## src/rtl/cd_comm_pkg.sv

```systemverilog
// Shared types and checksum helper for the host side of the CD drive nibble link.
package cd_comm_pkg;

    localparam int unsigned PKT_LEN  = 10;
    localparam int unsigned CHK_IDX  = 9;
    localparam logic [7:0]  CHK_BIAS = 8'd5;

    typedef enum logic [3:0] {
        StIdle,
        StAck,
        StRxWait,
        StRxAck,
        StChk,
        StTxSetup,
        StTxHi,
        StTxLo,
        StDone,
        StRecover
    } cd_state_e;

    // Packet check nibble: inverted low nibble of the biased 8-bit sum of nibbles 0..8.
    function automatic logic [3:0] cd_nibble_chk(input logic [CHK_IDX-1:0][3:0] nib);
        logic [7:0] acc;
        acc = CHK_BIAS;
        for (int unsigned k = 0; k < CHK_IDX; k++) begin
            acc = acc + {4'h0, nib[k]};
        end
        return ~acc[3:0];
    endfunction

endpackage

```

## src/rtl/cd_hs_wait.sv

```systemverilog
// Handshake wait helper: settle hold after a condition is first met, plus a per-state timeout.
module cd_hs_wait #(
    parameter int unsigned HOLD    = 96,
    parameter int unsigned TIMEOUT = 16383
) (
    input  logic CLK_12M,
    input  logic nRESET,
    input  logic cond,
    input  logic restart,
    output logic go,
    output logic timeout
);

    localparam int unsigned HW = (HOLD < 1) ? 1 : $clog2(HOLD + 1);
    localparam int unsigned TW = $clog2(TIMEOUT + 1);

    logic [HW-1:0] hold_q;
    logic          armed_q;
    logic [TW-1:0] to_q;

    always_ff @(posedge CLK_12M or negedge nRESET) begin
        if (!nRESET) begin
            hold_q  <= '0;
            armed_q <= 1'b0;
            to_q    <= '0;
        end else if (restart) begin
            hold_q  <= '0;
            armed_q <= 1'b0;
            to_q    <= '0;
        end else begin
            if (to_q != TW'(TIMEOUT)) begin
                to_q <= to_q + 1'b1;
            end
            // Once armed the hold runs to completion; the condition is only a trigger.
            if (!armed_q) begin
                if (cond) begin
                    armed_q <= 1'b1;
                    hold_q  <= HW'(HOLD);
                end
            end else if (hold_q != '0) begin
                hold_q <= hold_q - 1'b1;
            end
        end
    end

    assign go      = armed_q && (hold_q == '0);
    assign timeout = (to_q == TW'(TIMEOUT));

endmodule

```

## src/rtl/cd_host_comm.sv

```systemverilog
// Host-side nibble-serial engine: per drive IRQ, receive a 10-nibble status packet,
// then send the 10-nibble command packet snapshotted from the CPU shadow.
module cd_host_comm
    import cd_comm_pkg::*;
#(
    parameter int unsigned HOLD    = 96,
    parameter int unsigned TIMEOUT = 16383
) (
    input  logic       CLK_12M,
    input  logic       nRESET,
    input  logic       CD_nIRQ,
    input  logic       CDCK,
    input  logic [3:0] CDD_DIN,
    output logic       HOCK,
    output logic [3:0] CDD_DOUT,
    input  logic       CMD_WE,
    input  logic [3:0] CMD_ADDR,
    input  logic [3:0] CMD_WDATA,
    input  logic [3:0] STAT_ADDR,
    output logic [3:0] STAT_RDATA,
    output logic       STAT_NEW,
    output logic       CHK_ERR,
    output logic       TO_ERR,
    output logic       BUSY,
    input  logic       ERR_CLR
);

    localparam logic [3:0] LAST_IDX = 4'(CHK_IDX);

    logic       nirq_m, nirq_s, cdck_m, cdck_s;
    logic [3:0] din_m, din_s;

    always_ff @(posedge CLK_12M or negedge nRESET) begin
        if (!nRESET) begin
            nirq_m <= 1'b1;
            nirq_s <= 1'b1;
            cdck_m <= 1'b1;
            cdck_s <= 1'b1;
            din_m  <= 4'h0;
            din_s  <= 4'h0;
        end else begin
            nirq_m <= CD_nIRQ;
            nirq_s <= nirq_m;
            cdck_m <= CDCK;
            cdck_s <= cdck_m;
            din_m  <= CDD_DIN;
            din_s  <= din_m;
        end
    end

    logic [CHK_IDX-1:0][3:0] shadow_q;

    always_ff @(posedge CLK_12M or negedge nRESET) begin
        if (!nRESET) begin
            shadow_q <= '0;
        end else if (CMD_WE && (CMD_ADDR < LAST_IDX)) begin
            shadow_q[CMD_ADDR] <= CMD_WDATA;
        end
    end

    cd_state_e               state_q, prev_q;
    logic [PKT_LEN-1:0][3:0] snap_q, rxbuf_q, status_q;
    logic [3:0]              idx_q;
    logic                    hock_q, busy_q, stat_new_q, chk_err_q, to_err_q;
    logic [3:0]              dout_q;
    logic                    wait_cond, wait_go, wait_to, restart;

    // First cycle in a new state clears the wait counters and is never acted on.
    assign restart = (state_q != prev_q);

    always_comb begin
        wait_cond = 1'b0;
        case (state_q)
            StAck:                    wait_cond = nirq_s;
            StRxWait, StTxLo:         wait_cond = !cdck_s;
            StRxAck, StTxHi:          wait_cond = cdck_s;
            StChk, StTxSetup, StDone: wait_cond = 1'b1;
            default:                  wait_cond = 1'b0;
        endcase
    end

    cd_hs_wait #(
        .HOLD    (HOLD),
        .TIMEOUT (TIMEOUT)
    ) u_wait (
        .CLK_12M (CLK_12M),
        .nRESET  (nRESET),
        .cond    (wait_cond),
        .restart (restart),
        .go      (wait_go),
        .timeout (wait_to)
    );

    always_ff @(posedge CLK_12M or negedge nRESET) begin
        if (!nRESET) begin
            state_q    <= StIdle;
            prev_q     <= StIdle;
            snap_q     <= '0;
            rxbuf_q    <= '0;
            status_q   <= '0;
            idx_q      <= 4'h0;
            hock_q     <= 1'b1;
            busy_q     <= 1'b0;
            stat_new_q <= 1'b0;
            chk_err_q  <= 1'b0;
            to_err_q   <= 1'b0;
            dout_q     <= 4'h0;
        end else begin
            prev_q     <= state_q;
            stat_new_q <= 1'b0;
            // Clear first so a set later in this cycle takes priority.
            if (ERR_CLR) begin
                chk_err_q <= 1'b0;
                to_err_q  <= 1'b0;
            end
            case (state_q)
                StIdle, StRecover: begin
                    if (!nirq_s) begin
                        snap_q  <= {cd_nibble_chk(shadow_q), shadow_q};
                        hock_q  <= 1'b0;
                        busy_q  <= 1'b1;
                        state_q <= StAck;
                    end else if (state_q == StRecover) begin
                        state_q <= StIdle;
                    end
                end
                default: begin
                    if (!restart && wait_go) begin
                        case (state_q)
                            StAck: begin
                                idx_q   <= 4'h0;
                                state_q <= StRxWait;
                            end
                            StRxWait: begin
                                rxbuf_q[idx_q] <= din_s;
                                hock_q         <= 1'b1;
                                state_q        <= StRxAck;
                            end
                            StRxAck: begin
                                hock_q <= 1'b0;
                                if (idx_q != LAST_IDX) begin
                                    idx_q   <= idx_q + 4'd1;
                                    state_q <= StRxWait;
                                end else begin
                                    if (cd_nibble_chk(rxbuf_q[CHK_IDX-1:0]) == rxbuf_q[CHK_IDX]) begin
                                        status_q   <= rxbuf_q;
                                        stat_new_q <= 1'b1;
                                    end else begin
                                        chk_err_q <= 1'b1;
                                    end
                                    state_q <= StChk;
                                end
                            end
                            StChk: begin
                                idx_q   <= 4'h0;
                                dout_q  <= snap_q[0];
                                state_q <= StTxSetup;
                            end
                            StTxSetup: begin
                                hock_q  <= 1'b1;
                                state_q <= StTxHi;
                            end
                            StTxHi: begin
                                hock_q  <= 1'b0;
                                state_q <= StTxLo;
                            end
                            StTxLo: begin
                                if (idx_q != LAST_IDX) begin
                                    idx_q   <= idx_q + 4'd1;
                                    dout_q  <= snap_q[idx_q + 4'd1];
                                    state_q <= StTxSetup;
                                end else begin
                                    state_q <= StDone;
                                end
                            end
                            StDone: begin
                                hock_q  <= 1'b1;
                                busy_q  <= 1'b0;
                                state_q <= StIdle;
                            end
                            default: state_q <= StIdle;
                        endcase
                    end else if (!restart && wait_to) begin
                        to_err_q <= 1'b1;
                        hock_q   <= 1'b1;
                        busy_q   <= 1'b0;
                        state_q  <= StRecover;
                    end
                end
            endcase
        end
    end

    assign HOCK       = hock_q;
    assign CDD_DOUT   = dout_q;
    assign STAT_NEW   = stat_new_q;
    assign CHK_ERR    = chk_err_q;
    assign TO_ERR     = to_err_q;
    assign BUSY       = busy_q;
    assign STAT_RDATA = (STAT_ADDR <= LAST_IDX) ? status_q[STAT_ADDR] : 4'h0;

endmodule

```

## config.mk

```make
export PLATFORM = sky130hd
export DESIGN_NAME = cd_host_comm
export DESIGN_NICKNAME = d
export VERILOG_FILES = /design/src/rtl/cd_comm_pkg.sv /design/src/rtl/cd_hs_wait.sv /design/src/rtl/cd_host_comm.sv
export SDC_FILE = /design/constraint.sdc
export NUM_CORES = 1
export LEC_CHECK = 0
export ABC_AREA = 1
export BUFFER_PORTS_ARGS = -buffer_cell sky130_fd_sc_hd__buf_4
export CAP_MARGIN = 10
export CORE_MARGIN = 2
export CORE_UTILIZATION = 63
export DETAILED_ROUTE_END_ITERATION = 10
export PLACE_DENSITY_LB_ADDON = 0.2
export SLEW_MARGIN = 25
export SYNTH_ARGS = -nofsm -noshare
export SYNTH_HDL_FRONTEND = slang
export SYNTH_SLANG_ARGS = --single-unit
```

## constraint.sdc

```tcl
create_clock -name CLK_12M -period 6.2 [get_ports CLK_12M]
set_clock_uncertainty 0.2 [all_clocks]
set_input_delay 0.31 -clock CLK_12M [delete_from_list [all_inputs] [get_ports CLK_12M]]
set_output_delay 0.31 -clock CLK_12M [all_outputs]
set_load 0.02 [all_outputs]
```

==> results of run 1 <==
-- final cells by class --
class,count,area (sq um)
clock inverters,7,40.0
well taps,225,282
clock buffers,32,659
fillers,1381,5010
multi-input cells,882,4950
repair buffers,48,390
inverters,148,557
flip-flops and latches,211,5290
-- cells by family after synthesis --
kind of cell    Yosys count  synth area share
compound gates          190            0.0970
xor+xnor                 40            0.0320
fa+ha+maj                52            0.0826
buf+inv                 182            0.0666
flops                   211             0.482
mux                       1           0.00103
simple gates            599             0.238
-- cell usage in the layout (no fill, tap or decap), drive strengths merged, types with 5 or more instances in the layout --
cell and count:
dfrtp 206, ha 18, xor2 20, fa 34
o21ai 132, nor3 17, dfstp 5, a21oi 22
buf 39, dlygate4sd3 8, clkinv 7, nand3 41
nor2 60, clkbuf 33, nand2 421, o211ai 13
xnor2 20, inv 146, nand4 51
-- routing by layer --
| layer | track usage | up-vias | routed length (um) | share of wire |
|---|---|---|---|---|
| li1 | - | 4196 | - | - |
| met1 | 0.376 | 4175 | 10700 | 0.42 |
| met2 | 0.492 | 237 | 12700 | 0.50 |
| met3 | 0.0433 | 60 | 1160 | 0.046 |
| met4 | 0.104 | 0 | 794 | 0.031 |
| met5 | 0 | - | 0 | 0 |
-- report_power, final --
group	switching (mW)	internal [mW]
Clock	0.541	0.738
Combinational	0.895	0.534
Sequential	0.142	1.57
-- per-stage QoR --
step / instance area (sq um) / setup WS, ps / hold slack (ps)
2_1_floorplan: 11000 / 1560 / -186
3_3_place_gp: 11400 / 1150 / 133
3_5_place_dp: 11400 / 1020 / 135
4_1_cts: 12200 / 998 / 14.1
5_1_grt: 12200 / 642 / 29.2
6_report: 12200 / 987 / 15.5
-- final timing paths --
check                              from               to  slack [ps]  cells past startpoint
max                          rxbuf_q[5]     status_q[25]         990                     20
min                        CMD_WDATA[3]     shadow_q[35]          20                      3
max reg2reg                  rxbuf_q[5]     status_q[25]         990                     20
min reg2reg                    din_m[1]         din_s[1]         150                      0
max in group asynchronous        nRESET       snap_q[30]        4430                      3
min in group asynchronous        nRESET  u_wait.to_q[12]         150                      2
-- state kept, by name, indices dropped and copies added, names as in the netlist, 4 cells and up --
register       cells
prev_q             4
idx_q              4
snap_q            40
status_q          40
u_wait.hold_q      7
din_m              4
rxbuf_q           40
CDD_DOUT           4
u_wait.to_q       14
state_q            4
din_s              4
shadow_q          36
-- Yosys cell counts (2+ instances only) --
master,instances
sky130_fd_sc_hd__nand2_2,2
sky130_fd_sc_hd__o221ai_1,3
sky130_fd_sc_hd__xor2_1,20
sky130_fd_sc_hd__dfstp_2,5
sky130_fd_sc_hd__a21oi_1,20
sky130_fd_sc_hd__nand4_1,51
sky130_fd_sc_hd__inv_1,141
sky130_fd_sc_hd__dfrtp_1,206
sky130_fd_sc_hd__nor2_4,4
sky130_fd_sc_hd__clkbuf_1,23
sky130_fd_sc_hd__nand3_4,3
sky130_fd_sc_hd__o31ai_1,2
sky130_fd_sc_hd__o21ai_0,132
sky130_fd_sc_hd__nor3_2,7
sky130_fd_sc_hd__fa_1,34
sky130_fd_sc_hd__nand3_2,4
sky130_fd_sc_hd__nor2_1,52
sky130_fd_sc_hd__buf_6,5
sky130_fd_sc_hd__nand3_1,34
sky130_fd_sc_hd__o211ai_1,13
sky130_fd_sc_hd__a21oi_2,2
sky130_fd_sc_hd__nor2_2,4
sky130_fd_sc_hd__nand3b_1,4
sky130_fd_sc_hd__xnor2_1,20
sky130_fd_sc_hd__buf_2,6
sky130_fd_sc_hd__inv_2,5
sky130_fd_sc_hd__o2111ai_1,4
sky130_fd_sc_hd__a22oi_1,4
sky130_fd_sc_hd__nand2_1,419
sky130_fd_sc_hd__or2_2,3
sky130_fd_sc_hd__a221oi_1,4
sky130_fd_sc_hd__nor3_1,10
sky130_fd_sc_hd__ha_1,18
-- critical path, cell delays in order, from the launching register on --
cell and delay, ps:
sky130_fd_sc_hd__dfrtp_1 430, sky130_fd_sc_hd__fa_1 510, sky130_fd_sc_hd__inv_1 50, sky130_fd_sc_hd__fa_1 510, sky130_fd_sc_hd__fa_1 550, sky130_fd_sc_hd__inv_1 50
sky130_fd_sc_hd__fa_1 530, sky130_fd_sc_hd__ha_1 140, sky130_fd_sc_hd__inv_1 40, sky130_fd_sc_hd__fa_1 370, sky130_fd_sc_hd__nand3b_1 190, sky130_fd_sc_hd__nand2_1 80
sky130_fd_sc_hd__nand2_1 70, sky130_fd_sc_hd__nand2_1 70, sky130_fd_sc_hd__nand2_1 60, sky130_fd_sc_hd__nand2_1 60, sky130_fd_sc_hd__nand2_1 50, sky130_fd_sc_hd__nand2_1 360
sky130_fd_sc_hd__nand3_4 480, sky130_fd_sc_hd__nand2_1 210, sky130_fd_sc_hd__nand2_1 70
==> load_flow_metrics.sql, run 1 <==
INSERT INTO impl_metrics (metric_group, metric, value, unit) VALUES
('outcome', 'run_status', 'finished, final reports clean', ''),
('power', 'ir_worst_vdd', '0.315', 'mV'),
('synth', 'synth-seq-cells', '211', ''),
('synth', 'yosysTopAreaCellShare', '0.470', ''),
('clock_network', 'cts-htree-levels', '1', ''),
('sta', 'setup-tns-final', '0', 'ps'),
('global_routing', 'grt_max_degree', '83', ''),
('setup_path', 'type_of_destination_of_the_critical_path', 'flip-flop', ''),
('clock_network', 'postCtsHoldBufs', '8', ''),
('flow_run', 'cap_violations', '0', ''),
('setup_path', 'critical_path.max_fanout', '41', ''),
('clock_network', 'cts_resized', '0', ''),
('final_layout', 'final_cell_count_no_fill', '1553', ''),
('drt', 'routedWlPerCell', '16.3', 'um'),
('synth', 'cell_type_with_the_largest_total_area_after_synthesis', 'sky130_fd_sc_hd__dfrtp_1', ''),
('synth', 'ys_warn_count', '0', ''),
('global_routing', 'number_of_global_route_vias_before_repair', '8656', ''),
('drt', 'drc_errors', '0', ''),
('drt', 'detailedRoute.firstIterationViolations', '613', ''),
('drt', 'ant_nets', '0', ''),
('final_layout', 'syn_to_final_growth', '11.0', '%'),
('placement', 'buffer_ports.inserted', '34', ''),
('final_layout', 'finalNetCount', '1388', ''),
('setup_path', 'critical_path_class', 'reg2reg', ''),
('synth', 'synth_cells', '1275', ''),
('synth', 'seq_total_area_yosys', '0.482', ''),
('drt', 'firstDrtPassIters', '6', ''),
('sta', 'final_clock_period_utilization_by_the_worst_path', '0.841', ''),
('clock_network', 'tritoncts', 'yes', ''),
('placement', 'gp_routability_congestion', '0.839', ''),
('floorplanning', 'initial_utilization', '0.638', ''),
('drt', 'drt-total-wl', '25400', 'um'),
('sta', 'slew_headroom', '0.386', ''),
('clock_network', 'cts-root-buf', 'sky130_fd_sc_hd__clkbuf_16', ''),
('synth', 'top_ff_cell_synth', 'sky130_fd_sc_hd__dfrtp_1', ''),
('sta', 'grt_setup_unrepaired', 'no', ''),
('synth', 'netlist-cell-type-count', '44', ''),
('clock_network', 'cts_buffers', '23', ''),
('synth', 'syn-cell-area', '0.0110', 'sq mm'),
('clock_network', 'cts.clk_slew.worst_paths', '60', 'ps'),
('clock_network', 'insertion_delay', '500', 'ps'),
('power', 'power_per_cell_area', '363', 'mW/mm^2'),
('placement', 'dp_hpwl', '18100', 'um'),
('global_routing', 'globalRoute.totalOverflow', '0', ''),
('synth', 'synth-edff-count', '0', ''),
('synth', 'netlist_top_cells_area', 'sky130_fd_sc_hd__dfrtp_1 47%, sky130_fd_sc_hd__nand2_1 14%, sky130_fd_sc_hd__fa_1 6.2%, sky130_fd_sc_hd__o21ai_0 6.0%, sky130_fd_sc_hd__inv_1 4.8%', ''),
('sta', 'fmax', '192', 'MHz'),
('final_layout', 'utilization', '0.708', ''),
('synth', 'synth_area_per_cell', '8.60', 'sq um'),
('sta', 'finalSetupViolCount', '0', ''),
('synth', 'async_reset_ff_frac', '1.00', ''),
('global_routing', 'track_usage', '0.288', ''),
('sta', 'worst-slew-pin-transition', '919', 'ps'),
('sta', 'min_period', '5210', 'ps'),
('clock_network', 'clkSinkCount', '211', ''),
('floorplanning', 'die_height', '136', 'um'),
('sta', 'hold_viol', '0', ''),
('sta', 'slew_violations', '0', ''),
('setup_path', 'worst_ep_required_time', '6390', 'ps'),
('global_routing', 'grt_first_pass_wirelength', '42300', 'um'),
('floorplanning', 'num_rows', '48', ''),
('drt', 'detail_route.vias_per_cell', '5.58', ''),
('clock_network', 'postCtsSetupBuffers', '0', ''),
('setup_path', 'cp-start-kind', 'flip-flop', ''),
('floorplanning', 'die_width', '136', 'um'),
('power', 'cellLeakagePower', '6.06', 'nW'),
('power', 'power', '4.42', 'mW'),
('synth', 'syn-num-nets', '1349', ''),
('placement', 'dpl.cell_count', '1506', ''),
('floorplanning', 'boundaryPins', '35', ''),
('clock_network', 'ctsLongestPathBuffers', '3', ''),
('hold_path', 'path_class_of_the_lowest_slack_min_delay_path', 'in2reg', ''),
('setup_path', 'worst-endpoint-arrival', '5400', 'ps'),
('final_layout', 'final_layout_size_suffix_gt1_frac', '0.0889', ''),
('floorplanning', 'dieArea', '0.0185', 'sq mm'),
('global_routing', 'initial_antenna_violation_count', '0', ''),
('final_layout', 'antennaDiodeCount', '0', ''),
('drt', 'detailroute.via_count', '8668', ''),
('floorplanning', 'floorplan.core_area', '0.0172', 'sq mm');
Power figures use the tool's default switching activity.
==> run 2: changes to the inputs <==
- CORE_UTILIZATION: 63 -> 57
- clock period: 6.2 -> 4.4 ns (I/O delays scaled with it)
==> run 2 against run 1 <==
Compared with the run above:
- the flow now finishes with violations (negative setup slack)
- register-to-register slack worse by 1200 ps
- power up 40%
- cell count up 2.8%
- non-clock buffer count up 33
- wire length up 0.87%
- clock-buffer cell count up 4
- clock power up 42%
- utilization down 3.2 points
- hold slack better by 16 ps
- first-iteration DRC count up 8.0%
- highest routed layer unchanged
==> load_flow_metrics.sql, run 2 (synthesized netlist as in run 1, its figures left out) <==
INSERT INTO impl_metrics (metric_group, metric, value, unit) VALUES
('setup_path', 'r2r-end', 'status_q[38]', ''),
('setup_path', 'type_of_destination_of_the_critical_path', 'flip-flop', ''),
('final_layout', 'multi_input_comb_area', '0.00504', 'sq mm'),
('clock_network', 'cts_buffers', '23', ''),
('global_routing', 'grt_first_pass_wirelength', '43200', 'um'),
('floorplanning', 'num_rows', '50', ''),
('sta', 'hold_viol', '0', ''),
('global_routing', 'track_usage', '0.266', ''),
('drt', 'drc_errors', '0', ''),
('global_routing', 'grt_max_degree', '103', ''),
('floorplanning', 'dieArea', '0.0204', 'sq mm'),
('final_layout', 'seq_area', '0.00529', 'sq mm'),
('global_routing', 'number_of_global_route_vias_before_repair', '8634', ''),
('power', 'power', '6.20', 'mW'),
('final_layout', 'finalNetCount', '1421', ''),
('drt', 'firstDrtPassIters', '7', ''),
('floorplanning', 'floorplan.core_area', '0.0188', 'sq mm'),
('drt', 'ant_nets', '0', ''),
('final_layout', 'stdcell_area', '0.0127', 'sq mm'),
('setup_path', 'rr_worst_depth', '22', ''),
('setup_path', 'cp-start-kind', 'flip-flop', ''),
('drt', 'detail_route.vias_per_cell', '5.46', ''),
('sta', 'fmax', '216', 'MHz'),
('final_layout', 'reg_top3', 'rxbuf_q x40, snap_q x40, status_q x40', ''),
('clock_network', 'cts-root-buf', 'sky130_fd_sc_hd__clkbuf_16', ''),
('clock_network', 'ctsLongestPathBuffers', '3', ''),
('placement', 'dp_hpwl', '18000', 'um'),
('setup_path', 'r2r_slack', '-220', 'ps'),
('sta', 'slew_headroom', '0.421', ''),
('setup_path', 'worst_setup_path_startpoint', 'rxbuf_q[13]', ''),
('sta', 'grt_setup_unrepaired', 'yes', ''),
('final_layout', 'syn_to_final_growth', '15.7', '%'),
('setup_path', 'crit_path_end', 'status_q[38]', ''),
('clock_network', 'insertion_delay', '500', 'ps'),
('sta', 'finalSetupViolCount', '42', ''),
('floorplanning', 'die_height', '143', 'um'),
('placement', 'gp_routability_congestion', '0.839', ''),
('final_layout', 'antennaDiodeCount', '0', ''),
('sta', 'hold_ws', '31.1', 'ps'),
('placement', 'buffer_ports.inserted', '34', ''),
('hold_path', 'path_class_of_the_lowest_slack_min_delay_path', 'in2reg', ''),
('clock_network', 'cts-htree-levels', '1', ''),
('outcome', 'run_status', 'complete, but fails checks', ''),
('setup_path', 'critical_path.max_fanout', '10', ''),
('sta', 'min_period', '4620', 'ps'),
('drt', 'detailroute.via_count', '8720', ''),
('floorplanning', 'die_width', '143', 'um'),
('floorplanning', 'initial_utilization', '0.584', ''),
('sta', 'worst-slew-pin-transition', '862', 'ps'),
('setup_path', 'crit-reg2reg-launch', 'rxbuf_q[13]', ''),
('global_routing', 'initial_antenna_violation_count', '0', ''),
('drt', 'detailedRoute.firstIterationViolations', '662', ''),
('power', 'ir_worst_vdd', '0.444', 'mV'),
('global_routing', 'globalRoute.totalOverflow', '0', ''),
('clock_network', 'cts.clk_slew.worst_paths', '60', 'ps'),
('outcome', 'failed_checks', 'negative setup slack', ''),
('setup_path', 'critical_path_class', 'reg2reg', ''),
('final_layout', 'layout_commonest_cell', 'sky130_fd_sc_hd__nand2_1', ''),
('drt', 'drt-total-wl', '25600', 'um'),
('power', 'power_per_cell_area', '489', 'mW/mm^2'),
('sta', 'slew_violations', '0', ''),
('final_layout', 'utilization', '0.676', ''),
('setup_path', 'critical_path.cell_chain', 'fa_1, inv_2, fa_1, fa_1, inv_1, fa_1, ha_2, inv_2, fa_2, nand3b_1, nand2_1, nand2_2, nand2_1, nand2_2, nand2_2, nand2_2, nand2_4, nand3_4, buf_12, buf_12, nand2_1, nand2_1', ''),
('sta', 'final_clock_period_utilization_by_the_worst_path', '1.05', ''),
('flow_run', 'cap_violations', '0', ''),
('power', 'cellLeakagePower', '6.29', 'nW'),
('setup_path', 'worst_ep_required_time', '4590', 'ps'),
('sta', 'layout_setup_ws', '-223', 'ps'),
('placement', 'dpl.cell_count', '1536', ''),
('clock_network', 'tritoncts', 'yes', ''),
('setup_path', 'timing.critical_path.slowest_cell_delay', '560', 'ps'),
('placement', 'area_after_dpl', '0.0116', 'sq mm'),
('clock_network', 'clkSinkCount', '211', ''),
('floorplanning', 'boundaryPins', '35', ''),
('final_layout', 'final_cell_mix', '394 x sky130_fd_sc_hd__nand2_1, 206 x sky130_fd_sc_hd__dfrtp_1, 137 x sky130_fd_sc_hd__inv_1, 132 x sky130_fd_sc_hd__o21ai_0, 56 x sky130_fd_sc_hd__buf_4', ''),
('setup_path', 'worst-endpoint-arrival', '4810', 'ps'),
('final_layout', 'final_layout_size_suffix_gt1_frac', '0.128', ''),
('setup_path', 'critPathSlowestCell', 'sky130_fd_sc_hd__fa_1', ''),
('final_layout', 'filler_cell_count', '1484', ''),
('final_layout', 'final_cell_count_no_fill', '1596', ''),
('drt', 'routedWlPerCell', '16.0', 'um');
## run 2: cell count changes in the layout (fill, tap and decap cells not counted), sizes merged
| cell | previous run | this run |
|---|---|---|
| buf | 39 | 67 |
| bufinv | 0 | 1 |
| clkbuf | 33 | 38 |
| clkinv | 7 | 5 |
| clkinvlp | 2 | 0 |
| dlygate4sd3 | 8 | 12 |
## run 2: per-layer routing
metal	routed length [um]	track usage	part of all wire
met2	12600	0.451	0.49
met5	0	0	0
met3	1150	0.0392	0.045
met1	11000	0.354	0.43
met4	868	0.0902	0.034
## run 2: layout make-up
cell class	instances	area share
flip-flops and latches	211	0.417
multi-input cells	882	0.397
repair buffers	81	0.0640
clock buffers	36	0.0516
inverters	148	0.0439
well taps	234	0.0231
clock inverters	4	0.00355
## run 2: report_power, final
part	leakage, nW	internal [mW]	switching [mW]	total, mW
Sequential	2.82	2.21	0.201	2.41
Clock	0.343	1.07	0.746	1.82
Combinational	3.13	0.756	1.21	1.97
## run 2: how the worst min path moves through the flow
stage	startpoint	to	slack, ps	depth (start not counted)
CTS	CMD_WE	shadow_q[1]	20	3
global placement	CDCK	cdck_m	130	1
global route	CMD_WE	shadow_q[33]	70	3
detailed placement	CD_nIRQ	nirq_m	130	1
finish	CMD_WE	shadow_q[1]	30	3
floorplan	nRESET	BUSY	-280	0
## run 2: what timing repair did
action | CTS | global route
endpoints found under the hold margin | 142 | 0
setup buffers | 4 | 0
endpoints found under the setup margin | 42 | 42
pin swaps | 12 | 5
cloned | 4 | 1
gates resized for setup | 38 | 3
hold buffers | 12 | 0
## run 2: critical path: cells and delay by family, from the launching register on
family | cells | cell delay (ps)
adders and majority gates | 6 | 2570
and+or+nand+nor | 11 | 880
buffers and inverters | 5 | 450
DFF | 1 | 400
## run 2: through the flow
| step | worst slack (ps) | TNS (ps) |
|---|---|---|
| 2_1_floorplan | 15.2 | 0 |
| 3_3_place_gp | -84.7 | -3180 |
| 3_5_place_dp | -215 | -7860 |
| 4_1_cts | -215 | -7740 |
| 5_1_grt | -415 | -16090 |
| 6_report | -223 | -8130 |
==> run 3: changes to the inputs <==
- CTS_CLUSTER_DIAMETER: not set -> 80
- SETUP_SLACK_MARGIN: not set -> 0.1
==> run 3 against run 2 <==
Compared with the run above:
- the flow still finishes with violations (negative setup slack)
- global-route usage is 0.49 points lower
- non-clock buffer count fell by 9
- sequential power is essentially flat
- die area unchanged
- clock-buffer cell count shrank 6
- worst setup slack better by 110 ps
- first-iteration DRC count is 14% lower
- register-to-register slack improved by 110 ps
- largest cell class unchanged
==> load_flow_metrics.sql, run 3 (synthesized netlist as in run 1, its figures left out) <==
INSERT INTO impl_metrics (metric_group, metric, value, unit) VALUES
('global_routing', 'globalRoute.totalOverflow', '0', ''),
('outcome', 'failed_checks', 'negative setup slack', ''),
('floorplanning', 'die_height', '143', 'um'),
('sta', 'worst-slew-pin-transition', '827', 'ps'),
('clock_network', 'cts.clk_slew.worst_paths', '60', 'ps'),
('placement', 'buffer_ports.inserted', '34', ''),
('sta', 'fmax', '222', 'MHz'),
('sta', 'grt_setup_unrepaired', 'yes', ''),
('placement', 'gp_routability_congestion', '0.834', ''),
('setup_path', 'critPathSlowestCell', 'sky130_fd_sc_hd__fa_1', ''),
('final_layout', 'syn_to_final_growth', '15.0', '%'),
('outcome', 'run_status', 'complete, but fails checks', ''),
('drt', 'ant_nets', '0', ''),
('hold_path', 'path_class_of_the_lowest_slack_min_delay_path', 'in2reg', ''),
('final_layout', 'antennaDiodeCount', '0', ''),
('global_routing', 'grt_first_pass_wirelength', '42600', 'um'),
('floorplanning', 'floorplan.core_area', '0.0188', 'sq mm'),
('clock_network', 'cts-root-buf', 'sky130_fd_sc_hd__clkbuf_16', ''),
('setup_path', 'worst-endpoint-arrival', '4720', 'ps'),
('setup_path', 'critical_path.cell_chain', 'fa_1, inv_2, fa_1, fa_1, inv_1, fa_1, ha_2, inv_2, fa_2, nand3b_1, nand4_1, nand2_1, nand2_1, nand3_1, nand2_4, nand3_4, buf_12, nand2_1, nand2_1', ''),
('drt', 'detailroute.via_count', '8583', ''),
('flow_run', 'cap_violations', '0', ''),
('drt', 'routedWlPerCell', '15.8', 'um'),
('drt', 'topRoutingLayerUsed', 'met4', ''),
('clock_network', 'insertion_delay', '520', 'ps'),
('floorplanning', 'initial_utilization', '0.584', ''),
('sta', 'slew_headroom', '0.445', ''),
('clock_network', 'clkSinkCount', '211', ''),
('final_layout', 'final_layout_size_suffix_gt1_frac', '0.116', ''),
('sta', 'final_clock_period_utilization_by_the_worst_path', '1.03', ''),
('setup_path', 'critical_path.max_fanout', '30', ''),
('setup_path', 'type_of_destination_of_the_critical_path', 'flip-flop', ''),
('sta', 'layout_setup_ws', '-114', 'ps'),
('drt', 'met3RoutedLength', '992', 'um'),
('clock_network', 'ctsLongestPathBuffers', '3', ''),
('final_layout', 'layout_commonest_cell', 'sky130_fd_sc_hd__nand2_1', ''),
('sta', 'hold_viol', '0', ''),
('floorplanning', 'die_width', '143', 'um'),
('floorplanning', 'boundaryPins', '35', ''),
('drt', 'drc_errors', '0', ''),
('sta', 'hold_ws', '23.5', 'ps'),
('clock_network', 'tritoncts', 'yes', ''),
('placement', 'pre_cts_ws', '-87.3', 'ps'),
('drt', 'drt-total-wl', '25200', 'um'),
('placement', 'dp_hpwl', '18000', 'um'),
('setup_path', 'timing.critical_path.slowest_cell_delay', '560', 'ps'),
('drt', 'firstDrtPassIters', '5', ''),
('power', 'cellLeakagePower', '6.26', 'nW'),
('final_layout', 'final_cell_mix', '412 x sky130_fd_sc_hd__nand2_1, 206 x sky130_fd_sc_hd__dfrtp_1, 139 x sky130_fd_sc_hd__inv_1, 132 x sky130_fd_sc_hd__o21ai_0, 54 x sky130_fd_sc_hd__buf_4', ''),
('setup_path', 'worst_ep_required_time', '4610', 'ps'),
('sta', 'slew_violations', '0', ''),
('power', 'ir_worst_vdd', '0.488', 'mV'),
('sta', 'setup-tns-final', '-3460', 'ps'),
('global_routing', 'number_of_global_route_vias_before_repair', '8473', ''),
('global_routing', 'grt_max_degree', '90', ''),
('sta', 'min_period', '4510', 'ps'),
('clock_network', 'cts_buffers', '24', ''),
('setup_path', 'cpLargestDelayFamily', 'adder cells', ''),
('global_routing', 'initial_antenna_violation_count', '0', ''),
('floorplanning', 'dieArea', '0.0204', 'sq mm'),
('clock_network', 'cts-htree-levels', '1', ''),
('drt', 'detail_route.vias_per_cell', '5.39', ''),
('setup_path', 'crit_buf_inv', '4', ''),
('setup_path', 'cp-start-kind', 'flip-flop', ''),
('floorplanning', 'num_rows', '50', ''),
('final_layout', 'reg_top3', 'rxbuf_q x40, snap_q x40, status_q x40', ''),
('drt', 'met2_length', '12500', 'um'),
('setup_path', 'critical_path_class', 'reg2reg', ''),
('drt', 'routedLengthMet1', '11000', 'um'),
('power', 'power_per_cell_area', '526', 'mW/mm^2'),
('final_layout', 'finalNetCount', '1413', ''),
('final_layout', 'utilization', '0.671', ''),
('global_routing', 'track_usage', '0.261', ''),
('drt', 'detailedRoute.firstIterationViolations', '571', ''),
('sta', 'finalSetupViolCount', '41', '');
[run 3: cell types whose count changed in the layout (fill, tap and decap cells not counted), moves of 3 or more]
cell                        previous run  this run
sky130_fd_sc_hd__clkinv_2              4         7
sky130_fd_sc_hd__nand2_2              26         8
sky130_fd_sc_hd__bufinv_16             1         5
sky130_fd_sc_hd__clkbuf_1             10         3
sky130_fd_sc_hd__nand2_1             394       412
sky130_fd_sc_hd__buf_16                4         0
sky130_fd_sc_hd__buf_12                5         2
[run 3: tightest hold or removal path, stage by stage]
cell	delay, ps
sky130_fd_sc_hd__buf_4	120
sky130_fd_sc_hd__nand3_1	230
sky130_fd_sc_hd__o21ai_0	120
[run 3: power breakdown]
part / internal (mW) / switching (mW)
Clock: 1.36 / 0.787
Sequential: 2.21 / 0.200
Combinational: 0.789 / 1.27
[run 3: cell type report]
cell class / instances / area [sq um]
clock inverter: 14 / 204
tap: 234 / 293
multi-input combinational: 882 / 4990
timing repair buffer: 72 / 607
inverter: 148 / 557
sequential: 211 / 5290
fill: 1565 / 6170
clock buffer: 30 / 664
[run 3: final timing paths]
check	startpoint	end	slack, ps	cells after the start
worst max-delay path	rxbuf_q[21]	status_q[26]	-110	19
worst min-delay path	CMD_WE	shadow_q[1]	20	3
worst max register to register	rxbuf_q[21]	status_q[26]	-110	19
worst min register to register	din_m[3]	din_s[3]	150	0
max in group asynchronous	nRESET	shadow_q[1]	2760	3
min in group asynchronous	nRESET	u_wait.to_q[10]	110	2
[run 3: through the flow]
step | instance area [sq um] | power (mW) | std cells
CTS | 12600 | 6.65 | 1589
global placement | 11600 | 4.35 | 1533
global route | 12600 | 7.09 | 1591
finish | 12600 | 6.63 | 1591
detailed placement | 11600 | 4.42 | 1533
floorplan | 11000 | 3.90 | 1275
[run 3: timing repair]
item / in CTS / in global routing
hold endpoints to repair: 130 / 0
pin swaps: 0 / 3
gates resized for setup: 0 / 14
hold buffers: 12 / 0
setup buffers: 0 / 1
endpoints found under the setup margin: 42 / 43
gates cloned: 0 / 1
[run 3: per-layer routing]
metal  track usage  vias to the layer above
met4        0.0771                        0
met2         0.448                      189
met5             0                        -
met1         0.353                     4091
met3        0.0305                       52
li1              -                     4251
